File: config.mk
export PLATFORM = sky130hd
export DESIGN_NAME = pixel_fb_writer_flat
export DESIGN_NICKNAME = d
export VERILOG_FILES = /design/src/rtl/pixel_pkg.sv /design/src/rtl/pixel_fb_writer_if.sv /design/src/rtl/pixel_fifo.sv /design/src/rtl/pixel_fb_writer.sv /design/src/flat_wrapper.sv
export SDC_FILE = /design/constraint.sdc
export NUM_CORES = 1
export LEC_CHECK = 0
export ABC_AREA = 1
export BUFFER_PORTS_ARGS = -buffer_cell sky130_fd_sc_hd__buf_2
export CAP_MARGIN = 20
export CORE_MARGIN = 4
export CORE_UTILIZATION = 62
export CTS_CLUSTER_DIAMETER = 50
export DETAILED_ROUTE_END_ITERATION = 7
export MAX_ROUTING_LAYER = met4
export PLACE_DENSITY_LB_ADDON = 0.15
export SLEW_MARGIN = 30
export SYNTH_ARGS = -nofsm -noshare
export SYNTH_HDL_FRONTEND = slang
export SYNTH_SLANG_ARGS = --single-unit
File: constraint.sdc
create_clock -name clock -period 3.5 [get_ports clock]
set_clock_uncertainty 0.05 [all_clocks]
set_input_delay 0.175 -clock clock [delete_from_list [all_inputs] [get_ports clock]]
set_output_delay 0.175 -clock clock [all_outputs]
set_load 0.03 [all_outputs]
File: src/rtl/pixel_pkg.sv
// Shared definitions for the pixel framebuffer writer.
// Contents:
//   SCREEN_W/SCREEN_H : visible screen size in pixels
//   X_W/Y_W/COL_W     : widths of the incoming pixel fields
//   ADDR_W            : width of the linear framebuffer address
//   fb_entry_t        : one buffered framebuffer write {addr, colour}
//   fsm_state_t       : frame flush controller states
//   lin_addr()        : y*320+x built from shifts (y*256 + y*64 + x)
package pixel_pkg;

  localparam int SCREEN_W = 320;
  localparam int SCREEN_H = 240;
  localparam int X_W      = 9;
  localparam int Y_W      = 8;
  localparam int COL_W    = 3;
  localparam int ADDR_W   = 17;

  typedef struct packed {
    logic [ADDR_W-1:0] addr;
    logic [COL_W-1:0]  colour;
  } fb_entry_t;

  typedef enum logic [1:0] {
    IDLE  = 2'd0,
    FLUSH = 2'd1,
    DONE  = 2'd2
  } fsm_state_t;

  // 320 = 256 + 64, so the multiply collapses to two shifted copies of y.
  // Largest result is 239*320+319 = 76799, which fits in 17 bits.
  function automatic logic [ADDR_W-1:0] lin_addr(input logic [X_W-1:0] px,
                                                 input logic [Y_W-1:0] py);
    lin_addr = {1'b0, py, 8'b0} + {3'b0, py, 6'b0} + {8'b0, px};
  endfunction

endpackage

File: src/rtl/pixel_fb_writer_if.sv
// Framebuffer write port.
// Handshake: fb_wr_en is the valid and fb_ready is the ready. A write
// transfers on every rising clock edge where both are high. While fb_wr_en
// is high and fb_ready is low, fb_addr/fb_data hold their values. fb_wr_en
// never drops until the write has transferred.
// Signals:
//   fb_wr_en : write request (writer -> framebuffer)
//   fb_addr  : linear pixel address (writer -> framebuffer)
//   fb_data  : pixel colour (writer -> framebuffer)
//   fb_ready : framebuffer accepts a write this cycle (framebuffer -> writer)
// Modports: master = writer side, slave = framebuffer side.
interface pixel_fb_writer_if;

  logic                          fb_wr_en;
  logic [pixel_pkg::ADDR_W-1:0]  fb_addr;
  logic [pixel_pkg::COL_W-1:0]   fb_data;
  logic                          fb_ready;

  modport master (output fb_wr_en, output fb_addr, output fb_data, input fb_ready);
  modport slave  (input fb_wr_en, input fb_addr, input fb_data, output fb_ready);

endinterface

File: src/rtl/pixel_fifo.sv
// Synchronous FIFO holding pending framebuffer writes.
// Ports:
//   clock, resetn : clock and asynchronous active-low reset
//   push, wdata   : write an entry (caller only pushes when not full, or
//                   when full and popping in the same cycle)
//   pop           : discard the head entry (caller only pops when not empty)
//   rdata         : current head entry (first-word fall-through)
//   full, empty   : occupancy flags
// Pointers carry one extra wrap bit so full and empty can be told apart.
module pixel_fifo
  import pixel_pkg::*;
#(
  parameter int DEPTH = 16
) (
  input  logic      clock,
  input  logic      resetn,
  input  logic      push,
  input  logic      pop,
  input  fb_entry_t wdata,
  output fb_entry_t rdata,
  output logic      full,
  output logic      empty
);

  localparam int AW = $clog2(DEPTH);

  logic [AW:0] wr_ptr;
  logic [AW:0] rd_ptr;
  fb_entry_t   mem [DEPTH];

  // Storage needs no reset: nothing is read until a push has written it.
  always_ff @(posedge clock) begin
    if (push) begin
      mem[wr_ptr[AW-1:0]] <= wdata;
    end
  end

  always_ff @(posedge clock or negedge resetn) begin
    if (!resetn) begin
      wr_ptr <= '0;
      rd_ptr <= '0;
    end else begin
      if (push) begin
        wr_ptr <= wr_ptr + 1'b1;
      end
      if (pop) begin
        rd_ptr <= rd_ptr + 1'b1;
      end
    end
  end

  assign rdata = mem[rd_ptr[AW-1:0]];
  assign empty = (wr_ptr == rd_ptr);
  assign full  = (wr_ptr[AW] != rd_ptr[AW]) && (wr_ptr[AW-1:0] == rd_ptr[AW-1:0]);

endmodule

File: src/rtl/pixel_fb_writer.sv
// Receives the draw controller's pixel-plot stream, range-checks each pixel,
// converts (x,y) to a linear framebuffer address, buffers the writes in a
// FIFO and drains them to the framebuffer under backpressure. On frame_end
// it waits until every pixel of the frame is written, then pulses
// frame_flushed and clears the sticky overflow flag.
// Ports:
//   clock, resetn      : clock, asynchronous active-low reset
//   plot, x, y, colour : one-cycle pixel strobe with its coordinates/colour
//   frame_end          : one-cycle pulse, last pixel of the frame issued
//   fb                 : framebuffer write port (master side)
//   fifo_full          : FIFO holds DEPTH entries
//   overflow           : sticky, an in-range pixel was dropped on a full FIFO
//   frame_flushed      : one-cycle pulse, frame fully written
//   dbg_state          : current flush controller state
//   clip_count         : out-of-range plot counter, only when the
//                        PIXEL_CLIP_COUNT_EN macro is defined
module pixel_fb_writer
  import pixel_pkg::*;
#(
  parameter int DEPTH    = 16,
  parameter int SCREEN_W = pixel_pkg::SCREEN_W,
  parameter int SCREEN_H = pixel_pkg::SCREEN_H
) (
  input  logic               clock,
  input  logic               resetn,
  input  logic               plot,
  input  logic [X_W-1:0]     x,
  input  logic [Y_W-1:0]     y,
  input  logic [COL_W-1:0]   colour,
  input  logic               frame_end,
  pixel_fb_writer_if.master  fb,
  output logic               fifo_full,
  output logic               overflow,
  output logic               frame_flushed,
  output fsm_state_t         dbg_state
`ifdef PIXEL_CLIP_COUNT_EN
  ,
  output logic [15:0]        clip_count
`endif
);

  localparam logic [X_W-1:0] X_LIM = X_W'(SCREEN_W);
  localparam logic [Y_W-1:0] Y_LIM = Y_W'(SCREEN_H);

  // Stage 1: registered capture of the plot strobe.
  logic             in_range;
  logic             valid1;
  logic [X_W-1:0]   x1;
  logic [Y_W-1:0]   y1;
  logic [COL_W-1:0] col1;

  assign in_range = (x < X_LIM) && (y < Y_LIM);

  always_ff @(posedge clock or negedge resetn) begin
    if (!resetn) begin
      valid1 <= 1'b0;
      x1     <= '0;
      y1     <= '0;
      col1   <= '0;
    end else begin
      valid1 <= plot && in_range;
      if (plot) begin
        x1   <= x;
        y1   <= y;
        col1 <= colour;
      end
    end
  end

  // Stage 2: push into the FIFO. A pop in the same cycle frees a slot, so a
  // full FIFO still accepts the new pixel when the framebuffer is taking one.
  fb_entry_t wentry;
  fb_entry_t head;
  logic      full;
  logic      empty;
  logic      push;
  logic      pop;
  logic      drop;

  always_comb begin
    wentry        = '0;
    wentry.addr   = lin_addr(x1, y1);
    wentry.colour = col1;
  end

  assign pop  = !empty && fb.fb_ready;
  assign push = valid1 && (!full || pop);
  assign drop = valid1 && full && !pop;

  pixel_fifo #(.DEPTH(DEPTH)) u_fifo (
    .clock  (clock),
    .resetn (resetn),
    .push   (push),
    .pop    (pop),
    .wdata  (wentry),
    .rdata  (head),
    .full   (full),
    .empty  (empty)
  );

  // Head is masked while empty so the port idles at zero.
  assign fb.fb_wr_en = !empty;
  assign fb.fb_addr  = empty ? '0 : head.addr;
  assign fb.fb_data  = empty ? '0 : head.colour;
  assign fifo_full   = full;

  // Flush controller. Pixels keep flowing in every state; the controller only
  // watches for the pipeline and FIFO to go quiet after frame_end.
  fsm_state_t state;
  fsm_state_t next_state;

  always_ff @(posedge clock or negedge resetn) begin
    if (!resetn) begin
      state <= IDLE;
    end else begin
      state <= next_state;
    end
  end

  always_comb begin
    next_state    = state;
    frame_flushed = 1'b0;
    case (state)
      IDLE: begin
        if (frame_end) begin
          next_state = FLUSH;
        end
      end
      FLUSH: begin
        if (!valid1 && empty && !push) begin
          next_state = DONE;
        end
      end
      DONE: begin
        frame_flushed = 1'b1;
        next_state    = IDLE;
      end
      default: begin
        next_state = IDLE;
      end
    endcase
  end

  assign dbg_state = state;

  always_ff @(posedge clock or negedge resetn) begin
    if (!resetn) begin
      overflow <= 1'b0;
    end else if (state == DONE) begin
      overflow <= 1'b0;
    end else if (drop) begin
      overflow <= 1'b1;
    end
  end

`ifdef PIXEL_CLIP_COUNT_EN
  always_ff @(posedge clock or negedge resetn) begin
    if (!resetn) begin
      clip_count <= '0;
    end else if (state == DONE) begin
      clip_count <= '0;
    end else if (plot && !in_range && (clip_count != 16'hFFFF)) begin
      clip_count <= clip_count + 16'd1;
    end
  end
`endif

endmodule
File: src/flat_wrapper.sv
// flat-port wrapper written by rule: the top's interface ports become plain ports
module pixel_fb_writer_flat import pixel_pkg::*;
#(
  parameter int DEPTH    = 16,
  parameter int SCREEN_W = pixel_pkg::SCREEN_W,
  parameter int SCREEN_H = pixel_pkg::SCREEN_H
)
  (clock, resetn, plot, x, y, colour, frame_end, fifo_full, overflow, frame_flushed, dbg_state, fb_fb_wr_en, fb_fb_addr, fb_fb_data, fb_fb_ready);
  pixel_fb_writer_if fb_i ();
  input  logic clock;
  input  logic resetn;
  input  logic plot;
  input  logic [X_W-1:0] x;
  input  logic [Y_W-1:0] y;
  input  logic [COL_W-1:0] colour;
  input  logic frame_end;
  output logic fifo_full;
  output logic overflow;
  output logic frame_flushed;
  output fsm_state_t dbg_state;
  output wire logic [$bits(fb_i.fb_wr_en)-1:0] fb_fb_wr_en;
  output wire logic [$bits(fb_i.fb_addr)-1:0] fb_fb_addr;
  output wire logic [$bits(fb_i.fb_data)-1:0] fb_fb_data;
  input wire logic [$bits(fb_i.fb_ready)-1:0] fb_fb_ready;
  assign fb_fb_wr_en = fb_i.fb_wr_en;
  assign fb_fb_addr = fb_i.fb_addr;
  assign fb_fb_data = fb_i.fb_data;
  assign fb_i.fb_ready = fb_fb_ready;
  pixel_fb_writer #(.DEPTH(DEPTH), .SCREEN_W(SCREEN_W), .SCREEN_H(SCREEN_H)) u_core (.clock(clock), .resetn(resetn), .plot(plot), .x(x), .y(y), .colour(colour), .frame_end(frame_end), .fb(fb_i), .fifo_full(fifo_full), .overflow(overflow), .frame_flushed(frame_flushed), .dbg_state(dbg_state));
endmodule
==> results by group, run 1 <==
Finish
  • Layout cells sized above 1: 10.7%
  • Final Instance Area: 17100 um^2
  • Area delta synth->final: 13.3%
  • # fillers: 1568
  • Layout Nets: 1528
  • Antenna fix cells: 0

Clock tree
  • Htree depth: 2
  • Post-CTS setup buffer count: 0
  • Root Buffer: clkbuf_16
  • Hold Buf Count CTS: 23
  • Clock tree sinks: 354
  • Post-CTS Resized: 0
  • Clock buffer depth: 3
  • CTS Buf Count: 37
  • CTS tree: done
  • Later-pin clock latency in the skew report: 0.51 ns
  • Clock slew at reported path FFs: 0.06 ns

Critical path
  • Critical Path Start Type: flip-flop
  • Critical setup path kind: flip-flop to output port
  • Max FO, Critical Path: 60
  • CP endpoint kind: output port
  • Arrival @ worst endpoint: 3.02 ns
  • Critical Path RT: 3.27 ns

Yosys
  • Share of the synthesized area in the top cell type: 63.5%
  • Yosys warns: 0
  • Area contributors post-synth: edfxtp_1 64%, nand2_1 13%, dfrtp_1 5.6%
  • Post-synth EDFFs: 320
  • Ys flop type: edfxtp_1
  • Syn_area_per_cell: 10.7 um^2
  • Yosys cell types: 28
  • FFs w/ async S/R, synth: 9.60%
  • Sequential share of the synthesized area: 69.1%
  • Mapped Nets: 1461
  • Cell taking the most area after synthesis: edfxtp_1
  • Synthesized cell area: 15100 um^2
  • FF+latch count, synth: 354
  • Post-synthesis cell count: 1414

Placement
  • Placed cell areas: 15700 um^2
  • Dpl ws: 0.470 ns
  • RD Place Congestion: 0.865
  • PortBufs: 50
  • Post-DP HPWL: 19.9 mm

Power and ir drop
  • Tot Pwr: 14.2 mW
  • Peak supply drop: 0.000570 V
  • Power Dens Cells: 829 nW/um^2
  • Leakage: 6.80 nW

Global route
  • Initial antenna violation count: 0
  • All-Layer GR Usage: 28.4%
  • Largest net degree at the start of global routing: 164
  • First-pass GRT wire length: 56.6 mm
  • Vias in the first global route: 10200
  • Global route overflow: 0

Worst hold path
  • Hold WC Path Type: input port to flip-flop

Timing
  • Final setup margin: 0.258 ns
  • Top achievable clock speed: 308 MHz
  • Rel. slew slack: 32.0%
  • RSZ-0062 raised after global routing: false
  • Period utilization: 92.6%
  • # setup viols final: 0
  • Min Clock Period, post-route: 3.24 ns
  • Fin. max-slew vios: 0
  • Worst-margin pin slew: 1.02 ns
  • Setup TNS: 0 ns
  • Hold Violations, Final: 0

Detailed routing
  • Drt pass-1 iters: 7
  • DR DRC count: 0
  • DR WL/cell: 19.9 um
  • Antenna-violating nets left: 0
  • Total Wirelength: 36.3 mm
  • Initial drt markers: 1155
  • Via/cell ratio: 5.67
  • Vias: 10400

Floorplan
  • Die height: 164 um
  • Row count: 56
  • I/O Pins: 51
  • Starting density of the core: 63.7%
  • Die Area: 27000 um^2
  • Die width: 164 um
  • Core area: 23800 um^2

Status
  • Status: finished clean

Job
  • Max-cap violations: 0
[final timing paths]
| path | slack (ns) | cells past startpoint | startpoint | to |
|---|---|---|---|---|
| max | 0.26 | 9 | u_core.u_fifo.rd_ptr[1]$_DFFE_PN0P_ | fb_fb_addr[15] |
| min reg2reg | 0.40 | 1 | u_core.dbg_state[1]$_DFFE_PN0P_ | u_core.dbg_state[1]$_DFFE_PN0P_ |
| min | 0.03 | 3 | plot | u_core.x1[2]$_DFFE_PN0P_ |
| min in group asynchronous | 0.24 | 2 | resetn | u_core.x1[3]$_DFFE_PN0P_ |
| max reg2reg | 0.71 | 9 | u_core.y1[0]$_DFFE_PN0P_ | u_core.u_fifo.mem[15][16]$_DFFE_PP_ |
| max in group asynchronous | 2.51 | 2 | resetn | u_core.u_fifo.rd_ptr[1]$_DFFE_PN0P_ |
[placed cells by master, fill, tap and decap left out, types with 2 or more instances in the layout]
master	instances
dlygate4sd3_1	23
buf_2	50
xor2_2	4
inv_1	46
nor2_1	146
clkbuf_1	8
buf_12	2
buf_4	26
o21ai_0	102
a21oi_1	28
ha_1	20
nand2_2	3
xnor2_1	6
o21ai_1	5
nor2_2	17
xor2_1	5
clkinv_1	9
inv_6	2
edfxtp_1	320
nand2_1	517
clkbuf_16	39
clkinv_2	6
fa_1	2
nand3_1	73
inv_2	2
bufinv_16	3
dfrtp_4	2
dfrtp_1	32
[critical path: stages, from the launching register on]
cell and delay, ns:
dfrtp_4 0.59, inv_2 0.09, buf_4 0.62, o21ai_0 0.21, o21ai_0 0.22, nand2_1 0.08, nand2_1 0.09, inv_1 0.04
a21oi_1 0.27, buf_2 0.26
[Yosys cell counts, drive strengths merged, types with 2 or more instances]
master,n
xnor2,6
nor2,164
fa,2
xor2,9
inv,50
a21oi,28
buf,50
dfrtp,34
o21ai,107
clkbuf,24
edfxtp,320
nand2,520
nand3,74
ha,20
[layout make-up]
class | count | area (um^2) | share of cell area [%]
Multi-Input combinational cell | 936 | 4180 | 24.4
Tap cell | 319 | 399 | 2.33
Timing Repair Buffer | 102 | 727 | 4.24
Sequential cell | 354 | 10500 | 61.1
Clock inverter | 19 | 168 | 0.979
Clock buffer | 47 | 1010 | 5.87
Inverter | 50 | 190 | 1.11
[layer usage]
layer | track usage, % | share of wire (%) | vias up
met1 | 38.9 | 40 | 4925
met5 | - | 0 | -
li1 | - | - | 4848
met3 | 4.89 | 9.0 | 80
met4 | 8.84 | 2.6 | 0
met2 | 44.5 | 48 | 510
[cells by family after synthesis]
logic type / share of synthesized area (%)
compound gates: 4.62
xor+xnor: 0.868
fa+ha+maj: 1.92
buf+inv: 3.73
flops: 69.1
simple gates: 19.7
[power by group]
| group | switching (mW) | total [mW] | leakage, nW | internal, mW |
|---|---|---|---|---|
| logic | 3.72 | 5.09 | 2.91 | 1.37 |
| clock network | 1.53 | 3.78 | 0.578 | 2.26 |
| registers | 0.213 | 5.33 | 3.32 | 5.11 |
[metrics by stage]
step / utilization, % / std cells / hold slack, ns
floorplan: - / 1414 / -0.171
global placement: 66.1 / 1738 / 0.259
detailed placement: 66.1 / 1738 / 0.267
CTS: 72.0 / 1827 / 0.00729
global route: 72.1 / 1827 / 0.0511
finish: 72.1 / 1827 / 0.0285
[state kept, by name (all words and copies together) (netlist names)]
name / cells
u_core.overflow: 1
u_core.y1: 8
u_core.col1: 3
u_core.valid1: 1
u_core.x1: 9
u_core.u_fifo.mem: 320
u_core.u_fifo.rd_ptr: 5
u_core.u_fifo.wr_ptr: 5
u_core.dbg_state: 2
No activity file was read; power rests on OpenSTA's default activity.
==> run 2, diff against run 1 <==
==> constraint.sdc (replaced) <==
create_clock -name clock -period 3.5 [get_ports clock]
set_clock_uncertainty 0.05 [all_clocks]
set_input_delay 0.35 -clock clock [delete_from_list [all_inputs] [get_ports clock]]
set_output_delay 0.35 -clock clock [all_outputs]
set_load 0.03 [all_outputs]
==> run 2 against run 1 <==
Effect of this change: critical path depth increased by 2; flip-flop and latch count unchanged; via count increased by 0.76%; count of clock-buffer cells in the layout decreased by 2; first-iteration DRC count increased by 1.7%; setup slack improved by 0.098 ns; die area unchanged; clock power increased by 2%; routed wire length decreased by 1.4%; highest routed layer unchanged; sequential share of layout area decreased by 0.37 points; non-clock buffer count increased by 4; critical endpoint is now fb_fb_addr[10].
==> results by group, run 2 (synthesis results as in run 1) <==
Placement
  • Post-DP HPWL: 19.7 mm (-1.2%)
  • PortBufs: 50 (unchanged)
  • RD Place Congestion: 0.792 (-8.4%)
  • Post-placement cell count: 1747 (+0.52%)

Global route
  • Initial antenna violation count: 0 (unchanged)
  • Vias in the first global route: 10200 (-0.38%)
  • First-pass GRT wire length: 56.4 mm (-0.47%)
  • Largest net degree at the start of global routing: 117 (-29%)
  • All-Layer GR Usage: 28.3% (-0.11 points)
  • Global route overflow: 0 (unchanged)

Finish
  • Max FFs per register: 320 (unchanged)
  • Antenna fix cells: 0 (unchanged)
  • Area delta synth->final: 14.0%
  • Cell Count, Final, Fillers Out: 1831 (+0.22%)
  • Layout Nets: 1534 (+0.39%)
  • Register area: 10500 um^2 (unchanged)
  • # fillers: 1556 (-0.77%)
  • Most frequent cells in the layout: 517 x nand2_1, 320 x edfxtp_1, 146 x nor2_1
  • Multi-input logic area: 4170 um^2 (-0.18%)
  • Layout cells sized above 1: 11.6% (+0.96 points)
  • Most common cell after layout, fill and taps aside: nand2_1

Clock tree
  • Clock tree sinks: 354 (unchanged)
  • Root Buffer: clkbuf_16
  • Clock slew at reported path FFs: 0.06 ns (about the same)
  • Htree depth: 2 (unchanged)
  • CTS Buf Count: 39 (+5.4%)
  • Clock buffer depth: 3 (unchanged)
  • CTS tree: done
  • Later-pin clock latency in the skew report: 0.52 ns (about the same)

Timing
  • Period utilization: 89.8% (-2.8 points)
  • Rel. slew slack: 38.9% (+6.9 points)
  • # setup viols final: 0 (unchanged)
  • Worst-margin pin slew: 0.916 ns (-0.103 ns)
  • Top achievable clock speed: 318 MHz (+3.1%)
  • RSZ-0062 raised after global routing: false
  • Fin. max-slew vios: 0 (unchanged)
  • Hold Violations, Final: 0 (unchanged)
  • Min Clock Period, post-route: 3.14 ns (-0.0985 ns)
  • Setup TNS: 0 ns (unchanged)

Critical path
  • Cell family with most CP delay: buffers and inverters
  • CP max stage cell: buf_4
  • Critical setup path kind: flip-flop to output port
  • Reg2Reg Setup Slack: 0.68 ns (-0.03 ns)
  • Reg-to-Reg End: u_core.u_fifo.mem[3][18]$_DFFE_PP_
  • Critical Path Start Type: flip-flop
  • Max FO, Critical Path: 71 (+18%)
  • Critical Path RT: 3.10 ns (-0.17 ns)
  • Worst reg2reg path depth: 11 (+2)
  • Most Frequent Cell on Critical Path: nand2_1
  • Arrival @ worst endpoint: 2.74 ns (-0.28 ns)
  • Crit-path cells: inv_4 -> buf_4 -> nand2_1 -> nand2_1 -> nand2_1 -> o21ai_0 -> nand2_1 -> nand2_1 -> inv_1 -> a21oi_1 -> buf_2
  • FF-to-FF Start: u_core.y1[0]$_DFFE_PN0P_
  • Worst path depth: 11 (+2)
  • CP Buf/Inv Count: 4 (unchanged)
  • Slowest cell delay on critical path: 0.59 ns (-0.03 ns)
  • CP endpoint kind: output port

Floorplan
  • Row count: 56 (unchanged)
  • I/O Pins: 51 (unchanged)
  • Die height: 164 um (unchanged)
  • Die Area: 27000 um^2 (unchanged)
  • Starting density of the core: 63.7% (unchanged)
  • Core area: 23800 um^2 (unchanged)
  • Die width: 164 um (unchanged)

Detailed routing
  • Drt pass-1 iters: 5 (-2)
  • M1 WL: 14.2 mm (-3.1%)
  • DR DRC count: 0 (unchanged)
  • Via/cell ratio: 5.70 (+0.54%)
  • Met2 wire length: 16.9 mm (-2.8%)
  • Initial drt markers: 1175 (+1.7%)
  • Top layer reached by signal wires: met4
  • Wire length on met3: 3.82 mm (+16%)
  • Antenna-violating nets left: 0 (unchanged)
  • Total Wirelength: 35.8 mm (-1.4%)
  • Vias: 10400 (+0.76%)
  • DR WL/cell: 19.5 um (-1.7%)

Power and ir drop
  • Peak supply drop: 0.000847 V (+49%)
  • Power Dens Cells: 829 nW/um^2 (about the same)
  • Leakage: 6.85 nW (+0.74%)

Worst hold path
  • Hold EP: u_core.y1[0]$_DFFE_PN0P_
  • Hold WC Path Type: input port to flip-flop
  • Hold depth: 3 (unchanged)
  • Hold Startpoint: y[0]

Job
  • Max-cap violations: 0 (unchanged)

Status
  • Status: finished clean
run 2: cell count changes in the layout (fill, tap and decap cells not counted), moves of 2 or more:
cell,previous run,this run
clkbuf_16,39,41
clkbuf_1,8,4
clkinvlp_4,0,4
buf_4,26,31
dlygate4sd3_1,23,18
buf_12,2,7
clkinv_2,6,8
clkinv_1,9,6
run 2: final cells by class:
class	count	share of cell area, %
multi-input combinational	936	24.2
timing repair buffer	106	4.66
tap	319	2.32
inverter	50	1.12
clock inverter	21	0.958
clock buffer	45	6.04
sequential	354	60.7
run 2: through the flow:
stage	total power, mW	worst slack [ns]	hold slack [ns]	util (%)	area [um^2]
6_report	14.3	0.356	0.0312	72.6	17200
5_1_grt	15.1	0.214	0.0209	72.6	17200
4_1_cts	14.3	0.384	0.00426	72.5	17200
3_5_place_dp	10.4	0.527	0.382	66.7	15800
3_3_place_gp	10.3	0.642	0.383	66.6	15800
2_1_floorplan	8.93	0.976	0.00441	-	15100
run 2: worst max-delay path by stage:
stage,from,endpoint,slack [ns]
2_1_floorplan,u_core.y1[0]$_DFFE_PN0P_,u_core.u_fifo.mem[0][16]$_DFFE_PP_,0.98
5_1_grt,u_core.u_fifo.rd_ptr[0]$_DFFE_PN0P_,fb_fb_addr[12],0.21
4_1_cts,u_core.u_fifo.rd_ptr[0]$_DFFE_PN0P_,fb_fb_addr[12],0.38
6_report,u_core.u_fifo.rd_ptr[0]$_DFFE_PN0P_,fb_fb_addr[10],0.36
3_5_place_dp,u_core.y1[0]$_DFFE_PN0P_,u_core.u_fifo.mem[0][17]$_DFFE_PP_,0.53
3_3_place_gp,u_core.y1[0]$_DFFE_PN0P_,u_core.u_fifo.mem[0][17]$_DFFE_PP_,0.64
run 2: power breakdown:
group          switching (mW)  internal [mW]
clock                    1.58           2.28
sequential              0.247           5.11
combinational            3.66           1.41
total                    5.49           8.80
run 2: timing repair:
item | in CTS | in global routing
endpoints found under the hold margin | 51 | 0
setup buffers | 0 | 0
resized for setup | 0 | 1
hold buffers | 18 | 0
setup endpoints to repair | 0 | 1
run 2: per-layer routing:
layer  track usage (%)  vias to the layer above
met5                 -                        -
met4              7.74                        0
met3              4.89                       71
met2              43.7                      569
met1              39.8                     4935
li1                  -                     4867
run 2: worst min-delay path, stage by stage:
cell and delay (ns):
buf_2 0.08, nand2_1 0.05, o21ai_0 0.07
